### src/rtl/usb_pkg.sv
// Shared USB transmit definitions: PID codes, framing constants, tx FSM states, CRC16 step.
// Latency: none (constants and pure functions only).
// Backpressure: not applicable. The CRC state only exists when USB_TX_CRC16_EN is defined.
package usb_pkg;

    localparam logic [3:0] PID_DATA0 = 4'h3;
    localparam logic [3:0] PID_DATA1 = 4'hB;
    localparam logic [3:0] PID_DATA2 = 4'h7;
    localparam logic [3:0] PID_MDATA = 4'hF;
    localparam logic [3:0] PID_ACK   = 4'h2;
    localparam logic [3:0] PID_NAK   = 4'hA;
    localparam logic [3:0] PID_STALL = 4'hE;
    localparam logic [3:0] PID_NYET  = 4'h6;

    localparam logic [7:0]  SYNC_BYTE  = 8'h80;
    localparam logic [15:0] CRC16_POLY = 16'h8005;
    localparam logic [15:0] CRC16_SEED = 16'hFFFF;

    typedef enum logic [2:0] {
        TX_IDLE,
        TX_SYNC,
        TX_PID,
        TX_DATA,
`ifdef USB_TX_CRC16_EN
        TX_CRC,
`endif
        TX_EOP_SE0,
        TX_EOP_J
    } tx_state_t;

    // PID byte as it appears on the wire: check nibble in the upper half.
    function automatic logic [7:0] pid_byte(input logic [3:0] pid);
        return {~pid, pid};
    endfunction

    // One serial CRC16 step for a single payload bit in wire order.
    function automatic logic [15:0] crc16_step(input logic [15:0] crc, input logic b);
        return (crc[15] ^ b) ? ({crc[14:0], 1'b0} ^ CRC16_POLY) : {crc[14:0], 1'b0};
    endfunction

endpackage

### src/rtl/usb_tx_nrzi_encoder.sv
// Bit-time pacing, bit stuffing and NRZI line driver for the USB transmit path.
// Latency: a bit offered with valid in a bit_ready cycle appears on the line the next cycle.
// Backpressure: bit_ready is high only in the last cycle of a bit time (or when idle); low during stuffing.
module usb_tx_nrzi_encoder
    import usb_pkg::*;
#(
    parameter int CLKS_PER_BIT = 8
) (
    input  logic clk,
    input  logic n_rst,
    input  logic data_bit,
    input  logic se0,
    input  logic valid,
    output logic bit_ready,
    output logic d_plus,
    output logic d_minus
);

    localparam int CW = $clog2(CLKS_PER_BIT);

    logic [CW-1:0] clk_cnt;
    logic          active;
    logic          line_q;     // NRZI level, 1 = J
    logic          se0_q;
    logic [2:0]    ones_cnt;
    logic          bit_end;
    logic          stuff_pend;

    assign bit_end    = (clk_cnt == CW'(CLKS_PER_BIT - 1));
    assign stuff_pend = (ones_cnt == 3'd6);
    assign bit_ready  = !active || (bit_end && !stuff_pend);

    assign d_plus  = se0_q ? 1'b0 : line_q;
    assign d_minus = se0_q ? 1'b0 : ~line_q;

    // At each bit boundary emit a stuffed 0, the offered bit, or fall back to idle J.
    always_ff @(posedge clk or negedge n_rst) begin
        if (!n_rst) begin
            clk_cnt  <= '0;
            active   <= 1'b0;
            line_q   <= 1'b1;
            se0_q    <= 1'b0;
            ones_cnt <= 3'd0;
        end else if (active && !bit_end) begin
            clk_cnt <= clk_cnt + CW'(1);
        end else begin
            clk_cnt <= '0;
            if (active && stuff_pend) begin
                line_q   <= ~line_q;
                ones_cnt <= 3'd0;
            end else if (valid) begin
                active <= 1'b1;
                if (se0) begin
                    // Park the NRZI level at J so the bit after SE0 restores J.
                    se0_q    <= 1'b1;
                    line_q   <= 1'b1;
                    ones_cnt <= 3'd0;
                end else begin
                    se0_q <= 1'b0;
                    if (data_bit) begin
                        ones_cnt <= ones_cnt + 3'd1;
                    end else begin
                        line_q   <= ~line_q;
                        ones_cnt <= 3'd0;
                    end
                end
            end else begin
                active   <= 1'b0;
                se0_q    <= 1'b0;
                line_q   <= 1'b1;
                ones_cnt <= 3'd0;
            end
        end
    end

endmodule

### src/rtl/usb_tx_packetizer.sv
// USB FS transmit packetizer: SYNC, PID, payload, optional CRC16 (USB_TX_CRC16_EN), EOP.
// Latency: first SYNC bit on the line the cycle after accept; tx_done one cycle after EOP J ends.
// Backpressure: tx_start only accepted while tx_busy=0; requests while busy are dropped silently.
module usb_tx_packetizer
    import usb_pkg::*;
#(
    parameter int CLKS_PER_BIT = 8
) (
    input  logic        clk,
    input  logic        n_rst,
    input  logic        tx_start,
    input  logic [3:0]  tx_pid,
    input  logic [3:0]  tx_len,
    input  logic [63:0] tx_data,
    output logic        d_plus,
    output logic        d_minus,
    output logic        tx_busy,
    output logic        tx_done,
    output logic        tx_error
);

`ifdef USB_TX_CRC16_EN
    localparam tx_state_t PAYLOAD_END = TX_CRC;
`else
    localparam tx_state_t PAYLOAD_END = TX_EOP_SE0;
`endif

    tx_state_t   state_q, state_d;
    logic [3:0]  pid_q;
    logic [3:0]  len_q;
    logic [63:0] data_q;
    logic [6:0]  bit_cnt;
    logic [6:0]  data_bits_m1;
    logic [7:0]  pid_wire;
    logic        is_data, is_hs, accept;
    logic        enc_bit, enc_se0, enc_vld, bit_ready, adv, field_last;
`ifdef USB_TX_CRC16_EN
    logic [15:0] crc_q;
`endif

    assign is_data      = (tx_pid[1:0] == 2'b11);
    assign is_hs        = (tx_pid[1:0] == 2'b10);
    assign accept       = (state_q == TX_IDLE) && tx_start && (is_data || is_hs);
    assign tx_busy      = (state_q != TX_IDLE);
    assign adv          = enc_vld && bit_ready;
    assign pid_wire     = pid_byte(pid_q);
    assign data_bits_m1 = {len_q, 3'b000} - 7'd1;

    // State register.
    always_ff @(posedge clk or negedge n_rst) begin
        if (!n_rst) state_q <= TX_IDLE;
        else        state_q <= state_d;
    end

    // Next state and the bit offered to the encoder; fields advance when the encoder takes a bit.
    always_comb begin
        state_d    = state_q;
        enc_bit    = 1'b1;
        enc_se0    = 1'b0;
        enc_vld    = 1'b1;
        field_last = 1'b0;
        case (state_q)
            TX_IDLE: begin
                enc_vld = accept;
                enc_bit = SYNC_BYTE[0];
                if (accept) state_d = TX_SYNC;
            end
            TX_SYNC: begin
                enc_bit    = SYNC_BYTE[bit_cnt[2:0]];
                field_last = (bit_cnt == 7'd7);
                if (bit_ready && field_last) state_d = TX_PID;
            end
            TX_PID: begin
                enc_bit    = pid_wire[bit_cnt[2:0]];
                field_last = (bit_cnt == 7'd7);
                if (bit_ready && field_last) begin
                    if (pid_q[1:0] != 2'b11) state_d = TX_EOP_SE0;
                    else if (len_q != 4'd0)  state_d = TX_DATA;
                    else                     state_d = PAYLOAD_END;
                end
            end
            TX_DATA: begin
                enc_bit    = data_q[0];
                field_last = (bit_cnt == data_bits_m1);
                if (bit_ready && field_last) state_d = PAYLOAD_END;
            end
`ifdef USB_TX_CRC16_EN
            TX_CRC: begin
                enc_bit    = ~crc_q[15];
                field_last = (bit_cnt == 7'd15);
                if (bit_ready && field_last) state_d = TX_EOP_SE0;
            end
`endif
            TX_EOP_SE0: begin
                enc_se0    = 1'b1;
                field_last = (bit_cnt == 7'd1);
                if (bit_ready && field_last) state_d = TX_EOP_J;
            end
            TX_EOP_J: begin
                // Offer J once, then wait for its bit time to finish before going idle.
                enc_vld = (bit_cnt == 7'd0);
                if (bit_cnt != 7'd0 && bit_ready) state_d = TX_IDLE;
            end
            default: state_d = TX_IDLE;
        endcase
    end

    // Latch the request at accept; step bit counter, payload shifter and CRC per bit taken.
    always_ff @(posedge clk or negedge n_rst) begin
        if (!n_rst) begin
            pid_q   <= 4'd0;
            len_q   <= 4'd0;
            data_q  <= 64'd0;
            bit_cnt <= 7'd0;
`ifdef USB_TX_CRC16_EN
            crc_q   <= CRC16_SEED;
`endif
        end else if (accept) begin
            pid_q   <= tx_pid;
            len_q   <= (tx_len > 4'd8) ? 4'd8 : tx_len;
            data_q  <= tx_data;
            bit_cnt <= 7'd1;
`ifdef USB_TX_CRC16_EN
            crc_q   <= CRC16_SEED;
`endif
        end else if (adv) begin
            bit_cnt <= field_last ? 7'd0 : bit_cnt + 7'd1;
            if (state_q == TX_DATA) begin
                data_q <= {1'b0, data_q[63:1]};
`ifdef USB_TX_CRC16_EN
                crc_q  <= crc16_step(crc_q, data_q[0]);
`endif
            end
`ifdef USB_TX_CRC16_EN
            if (state_q == TX_CRC) crc_q <= {crc_q[14:0], 1'b0};
`endif
        end
    end

    // Completion and rejection pulses.
    always_ff @(posedge clk or negedge n_rst) begin
        if (!n_rst) begin
            tx_done  <= 1'b0;
            tx_error <= 1'b0;
        end else begin
            tx_done  <= (state_q == TX_EOP_J) && (state_d == TX_IDLE);
            tx_error <= (state_q == TX_IDLE) && tx_start && !(is_data || is_hs);
        end
    end

    usb_tx_nrzi_encoder #(
        .CLKS_PER_BIT(CLKS_PER_BIT)
    ) u_enc (
        .clk      (clk),
        .n_rst    (n_rst),
        .data_bit (enc_bit),
        .se0      (enc_se0),
        .valid    (enc_vld),
        .bit_ready(bit_ready),
        .d_plus   (d_plus),
        .d_minus  (d_minus)
    );

endmodule
### config.mk
export PLATFORM = sky130hd
export DESIGN_NAME = usb_tx_packetizer
export DESIGN_NICKNAME = d
export VERILOG_FILES = /design/src/rtl/usb_pkg.sv /design/src/rtl/usb_tx_nrzi_encoder.sv /design/src/rtl/usb_tx_packetizer.sv
export SDC_FILE = /design/constraint.sdc
export NUM_CORES = 1
export LEC_CHECK = 0
export BUFFER_PORTS_ARGS = -buffer_cell sky130_fd_sc_hd__buf_2
export CAP_MARGIN = 20
export CORE_MARGIN = 2
export CORE_UTILIZATION = 57
export CTS_CLUSTER_DIAMETER = 50
export DETAILED_ROUTE_END_ITERATION = 8
export PLACE_DENSITY_LB_ADDON = 0.1
export SLEW_MARGIN = 10
export SYNTH_ARGS = -nofsm -noshare
export SYNTH_HDL_FRONTEND = slang
export SYNTH_HIERARCHICAL = 1
export SYNTH_SLANG_ARGS = --single-unit
### constraint.sdc
create_clock -name clk -period 2.5 [get_ports clk]
set_clock_uncertainty 0.1 [all_clocks]
set_input_delay 0.5 -clock clk [delete_from_list [all_inputs] [get_ports clk]]
set_output_delay 0.5 -clock clk [all_outputs]
set_load 0.05 [all_outputs]
==> impl_metrics.json, run 1 <==
{
  "grt_pass1_wl_mm": 15.5,
  "rows": 33,
  "syn_area_um2": 4850,
  "ir_drop_mv": 0.290,
  "status": "finished clean",
  "clock-sinks": 93,
  "worstSetupEndpoint": "state_q[2]",
  "max_slew_margin_pct": 63.6,
  "avgSynthCellArea_um2": 10.3,
  "cts_resized": 0,
  "seq_area_um2": 2330,
  "synth-edff-count": 0,
  "dr.first_iter.drc_count": 150,
  "r2r_slack_ns": 0.26,
  "synth-seq-cells": 93,
  "worst-r2r-cell-count": 8,
  "first_pass_iters": 4,
  "cts.clk_slew.worst_paths_ns": 0.08,
  "wl_per_cell_um": 14.0,
  "antenna_found_initial": 0,
  "period_needed_ns": 2.24,
  "synth_top_cell_by_area": "dfrtp_1",
  "hold_buffers": 0,
  "netlist_top_cells_area": "dfrtp_1, mux2i_1, nand2_1",
  "slew_viol_final": 0,
  "multiInputGateArea_um2": 2300,
  "max_slew.worst_pin.slew_ns": 0.547,
  "async_flop_share_pct": 100,
  "drive_above_1_share_pct": 24.4,
  "syn_inst": 471,
  "power.density_nw_per_um2": 465,
  "reg2reg_from": "u_enc/clk_cnt[0]",
  "die_h_um": 96.2,
  "start_util_pct": 59.0,
  "placed_area_um2": 5370,
  "portBuffers": 79,
  "synth_top_area_share_pct": 47.5,
  "cp-end-kind": "flip-flop",
  "synth_ff_type": "dfrtp_1",
  "grt_pass1_vias": 3289,
  "cap_violations": 0,
  "die-area_um2": 9260,
  "worst_slack_ns": 0.256,
  "vias": 3534,
  "grt_max_degree": 57,
  "syn_nets": 556,
  "min_path_type": "input pin to asynchronous set/reset pin",
  "wirelength_mm": 9.18,
  "rsz0062_at_grt": "no",
  "setup_viol": 0,
  "yosys.cell_types.count": 59,
  "hold_viol_final": 0,
  "insertion_delay_ns": 0.35,
  "syn_to_final_growth_pct": 14.7,
  "critPathLaunchType": "flip-flop",
  "ant_nets": 0,
  "fin_nets": 633,
  "ys_seq_area_share_pct": 48.0,
  "cp_max_fo": 9,
  "rr_endpoint": "state_q[2]",
  "cts_buffers": 9,
  "hpwl_mm": 6.66,
  "htree_levels": 3,
  "critical_path_class": "flip-flop to flip-flop",
  "required_ns": 2.69,
  "grt-ovfl-total": 0,
  "cts_buffer_depth": 2,
  "yosysWarnings": 6,
  "place_ws_ns": 0.298,
  "drcViolationCount": 0,
  "cts_setup_buffers": 0,
  "period_share_pct": 89.7,
  "globalplace.congestion": 0.836,
  "diodes": 0,
  "io_pins": 80,
  "final_area_um2": 5560,
  "setup_tns_ns": 0,
  "coreArea_um2": 8220,
  "leakagePower_uw": 0.00243,
  "viasPerCell": 5.37,
  "cp-startpoint": "u_enc/clk_cnt[0]",
  "grt_usage_pct": 21.6,
  "cts_tree": "done",
  "fmax_ghz": 0.446,
  "arrival_ns": 2.43,
  "clk_root_buffer_cell": "clkbuf_8",
  "fillCellCount": 677,
  "die_w_um": 96.2
}
-- critical path: stages (launching register included) --
cell and delay (ns):
dfrtp_1 0.36, ha_1 0.15, ha_1 0.24, a21boi_2 0.08, inv_1 0.15, buf_4 0.21
nand4_1 0.21, o31ai_1 0.40, o221a_2 0.28
-- synthesized netlist by cell type, types with 2 or more instances --
master and n:
a2111oi_2 2, and2_1 2, and3_1 4, buf_2 5, buf_4 9, buf_6 4
clkbuf_1 10, dfrtp_1 92, ha_1 10, inv_1 13, mux2i_1 64, nand2_1 97
nand2b_1 2, nand3_1 7, nand3b_1 3, nand4_1 5, nor2_1 11, nor2b_1 3
nor3_1 4, nor3b_1 2, nor4_4 2, o211ai_2 4, o21ai_0 38, o21ai_1 33
o31ai_1 4, or2_2 2, or2b_1 2, xnor2_1 5, xor2_1 2
-- flip-flops by register name, indices dropped and copies added (netlist names) --
signal / flops
data_q: 64
bit_cnt: 7
len_q: 4
pid_q: 4
state_q: 3
u_enc/clk_cnt: 3
u_enc/ones_cnt: 3
tx_done: 1
tx_error: 1
u_enc/active: 1
u_enc/line_q: 1
u_enc/se0_q: 1
-- cells in the final DEF (no fill, tap or decap), types with 3 or more instances in the layout --
cell	synthesis	final
nand4_1	5	5
nand3b_1	3	3
inv_1	13	13
o21ai_0	38	38
nand3_1	7	7
buf_12	0	4
nor2_1	11	11
and3_1	4	3
mux2i_1	64	64
nand2_1	97	97
ha_1	10	10
dfrtp_1	92	92
o21ai_1	33	33
o31ai_1	4	4
nor2b_1	3	3
xnor2_1	5	5
nor3_1	4	4
buf_2	5	78
buf_4	9	12
o211ai_2	4	4
clkbuf_8	0	10
-- logic make-up (layout without fill, tap and decap cells) --
group / Yosys count / in the layout / share of synthesized area, %
adders and majority gates: 10 / 10 / 2.58
muxes: 65 / 65 / 13.7
and+or+nand+nor: 156 / 156 / 16.3
DFF: 93 / 93 / 48.0
buffers and inverters: 41 / 123 / 4.62
AOI/OAI and AO/OA: 98 / 98 / 13.1
xor gates and xnor gates: 8 / 8 / 1.75
-- through the flow --
step / power (uW) / hold slack, ns / instances / utilization [%]
finish: 2590 / 0.0280 / 658 / 67.7
global route: 2700 / 0.0566 / 658 / 67.7
CTS: 2620 / 0.0351 / 658 / 67.7
detailed placement: 1630 / 0.328 / 642 / 65.4
global placement: 1630 / 0.320 / 642 / 65.4
floorplan: 1540 / 0.104 / 471 / -
-- cell type report --
class | count | share of cell area [%]
sequential | 93 | 41.9
inverter | 13 | 0.877
multi-input combinational | 337 | 41.4
tap | 105 | 2.36
timing repair buffer | 94 | 10.1
clock inverter | 4 | 0.855
clock buffer | 12 | 2.61
-- layer usage --
metal / vias up / track usage [%] / wire [um]
met4: 0 / 7.50 / 119
met3: 13 / 4.54 / 380
met1: 1656 / 29.7 / 4310
met2: 72 / 34.2 / 4370
li1: 1793 / - / -
met5: - / 0 / 0
-- power by group --
part / internal (uW) / switching [uW] / total, uW
registers: 1500 / 0 / 1500
logic: 46.7 / 48.7 / 95.4
clock network: 488 / 501 / 988
-- how the worst min path moves through the flow --
stage | from | to | slack [ns] | depth (start not counted)
floorplan | n_rst | bit_cnt[0] | 0.10 | 0
global placement | u_enc/clk_cnt[0] | u_enc/clk_cnt[0] | 0.32 | 1
detailed placement | u_enc/clk_cnt[0] | u_enc/clk_cnt[0] | 0.33 | 1
CTS | n_rst | data_q[8] | 0.04 | 1
global route | n_rst | data_q[8] | 0.06 | 1
finish | n_rst | data_q[10] | 0.03 | 1
Power figures use the tool's default switching activity.
==> run 2, diff against run 1 <==
--- a/config.mk
+++ b/config.mk
@@ -7,7 +7,7 @@
 export LEC_CHECK = 0
 export BUFFER_PORTS_ARGS = -buffer_cell sky130_fd_sc_hd__buf_2
 export CAP_MARGIN = 20
-export CORE_MARGIN = 2
+export CORE_MARGIN = 5
 export CORE_UTILIZATION = 57
 export CTS_CLUSTER_DIAMETER = 50
 export DETAILED_ROUTE_END_ITERATION = 8
==> run 2 against run 1 <==
  * Utilization about the same
  * Final cell count decreased by 0.15%
  * Sequential power about the same
  * Via count increased by 2.1%
  * Design area increased by 0.49%
  * Count of clock-buffer cells in the layout decreased by 1
==> impl_metrics.json, run 2 (synthesis gave the netlist of run 1 again) <==
{
  "fillCellCount": 690,
  "grt-ovfl-total": 0,
  "coreArea_um2": 8260,
  "top_register": "data_q",
  "cts_resized": 0,
  "grt_pass1_wl_mm": 16.5,
  "grt_pass1_vias": 3614,
  "ir_drop_mv": 0.343,
  "insertion_delay_ns": 0.34,
  "critPathSlowestCell": "mux4_2",
  "critPathLaunchType": "flip-flop",
  "required_ns": 2.69,
  "power.density_nw_per_um2": 455,
  "grt.met2_usage_pct": 31.4,
  "status": "finished clean",
  "period_share_pct": 86.4,
  "cts.clk_slew.worst_paths_ns": 0.09,
  "slowest_delay_ns": 0.52,
  "grt_max_degree": 44,
  "cts_buffers": 9,
  "die-area_um2": 10500,
  "syn_to_final_growth_pct": 15.3,
  "cp-end-kind": "flip-flop",
  "antenna_found_initial": 0,
  "p_clk_share_pct": 37.0,
  "switching_power_uw": 574,
  "min_path_type": "input pin to asynchronous set/reset pin",
  "cts_tree": "done",
  "grt.busiest_layer": "met2",
  "path_delay_family": "compound AO/OA/AOI/OAI gates",
  "setup_tns_ns": 0,
  "timing.critical_path.buf_inv": 0,
  "max_slew.worst_pin.slew_ns": 0.506,
  "first_pass_iters": 4,
  "final_common_cell": "nand2_1",
  "critical_path_class": "flip-flop to flip-flop",
  "slew_viol_final": 0,
  "start_util_pct": 58.7,
  "viasPerCell": 5.49,
  "period_needed_ns": 2.16,
  "arrival_ns": 2.35,
  "io_pins": 80,
  "leakagePower_uw": 0.00244,
  "hold_buffers": 0,
  "comb_power_share_pct": 3.9,
  "hold_slack_ns": 0.00899,
  "vias": 3607,
  "worst_slack_ns": 0.341,
  "swShare_pct": 22.6,
  "grt_usage_pct": 19.8,
  "die_w_um": 102,
  "hpwl_mm": 7.13,
  "gr-usage-met1_pct": 26.4,
  "hold_viol_final": 0,
  "cp_max_fo": 4,
  "ant_nets": 0,
  "dr.first_iter.drc_count": 84,
  "crit_chain": "mux4_2 > xnor2_1 > o21ai_0 > a221o_1 > nand3b_4 > o31ai_1 > a21o_1",
  "die_h_um": 102,
  "p_int_uw": 1970,
  "final_area_um2": 5590,
  "final_cell_mix": "nand2_1, dfrtp_1, buf_2",
  "rows": 33,
  "cts_setup_buffers": 0,
  "fin_nets": 633,
  "place_ws_ns": 0.356,
  "pwr-share-seq_pct": 59.1,
  "placed_area_um2": 5410,
  "largest_reg_flops": 64,
  "rsz0062_at_grt": "no",
  "fmax_ghz": 0.463,
  "wirelength_mm": 9.66,
  "globalplace.congestion": 0.805,
  "setup_viol": 0,
  "cap_violations": 0,
  "grt_use_met3_pct": 5.60,
  "clk_root_buffer_cell": "clkbuf_8",
  "drive_above_1_share_pct": 24.6,
  "reg_top3": "data_q: 64 flops, bit_cnt: 7 flops",
  "max_slew_margin_pct": 66.3,
  "portBuffers": 79,
  "clock-sinks": 93,
  "cts_buffer_depth": 2,
  "drcViolationCount": 0,
  "htree_levels": 3,
  "wl_per_cell_um": 14.7,
  "diodes": 0
}
## run 2: changes by cell type in the layout (fill, tap and decap cells not counted)
cell | before | now
buf_12 | 4 | 7
buf_4 | 12 | 9
bufinv_16 | 1 | 0
clkbuf_1 | 2 | 0
clkbuf_8 | 10 | 11
clkinv_2 | 2 | 1
clkinv_4 | 0 | 2
clkinvlp_4 | 1 | 0
inv_6 | 0 | 1
## run 2: path summary, 6_finish.rpt
path / depth (start not counted) / end / from / slack (ns)
max in group asynchronous: 2 / bit_cnt[2] / n_rst / 1.66
min in group clk: 2 / tx_error / tx_pid[1] / 0.27
hold reg to reg: 1 / u_enc/clk_cnt[0] / u_enc/clk_cnt[0] / 0.34
hold / removal: 1 / data_q[10] / n_rst / 0.009
setup / recovery: 7 / u_enc/ones_cnt[2] / bit_cnt[1] / 0.34
setup reg to reg: 7 / u_enc/ones_cnt[2] / bit_cnt[1] / 0.34
## run 2: metrics by stage
stage | total power [uW] | std cells | util, %
final | 2540 | 657 | 67.7
after global routing | 2650 | 657 | 67.7
after CTS | 2580 | 657 | 67.7
after floorplan | 1540 | 471 | -
after detailed placement | 1640 | 642 | 65.5
after global placement | 1630 | 642 | 65.5
## run 2: layout make-up
class	count	area [um2]	share of cell area (%)
Tap cell	105	131	2.35
Multi-Input combinational cell	337	2300	41.2
Inverter	13	48.8	0.873
Timing Repair Buffer	94	598	10.7
Sequential cell	93	2330	41.7
Clock buffer	11	151	2.71
Clock inverter	4	31.3	0.560
## run 2: routing by layer
metal  share of wire, %  vias up  routed length (um)
met4                2.0        0                 195
li1                   -     1800                   -
met3                3.7       16                 359
met2                 49       68                4710
met1                 45     1723                4390
met5                  0        -                   0
## run 2: worst reg2reg max path, cell delays in order, from the launching register on
cell,delay (ns)
dfrtp_1,0.41
mux4_2,0.52
xnor2_1,0.13
o21ai_0,0.18
a221o_1,0.26
nand3b_4,0.12
o31ai_1,0.24
a21o_1,0.14
## run 2: power by group through the flow
stage | clock, uW | combinational (uW) | sequential (uW)
floorplan | 0 | 3.41 | 1530
global placement | 0 | 102 | 1530
detailed placement | 0 | 103 | 1530
CTS | 975 | 104 | 1500
global route | 1030 | 113 | 1500
finish | 940 | 99.9 | 1500
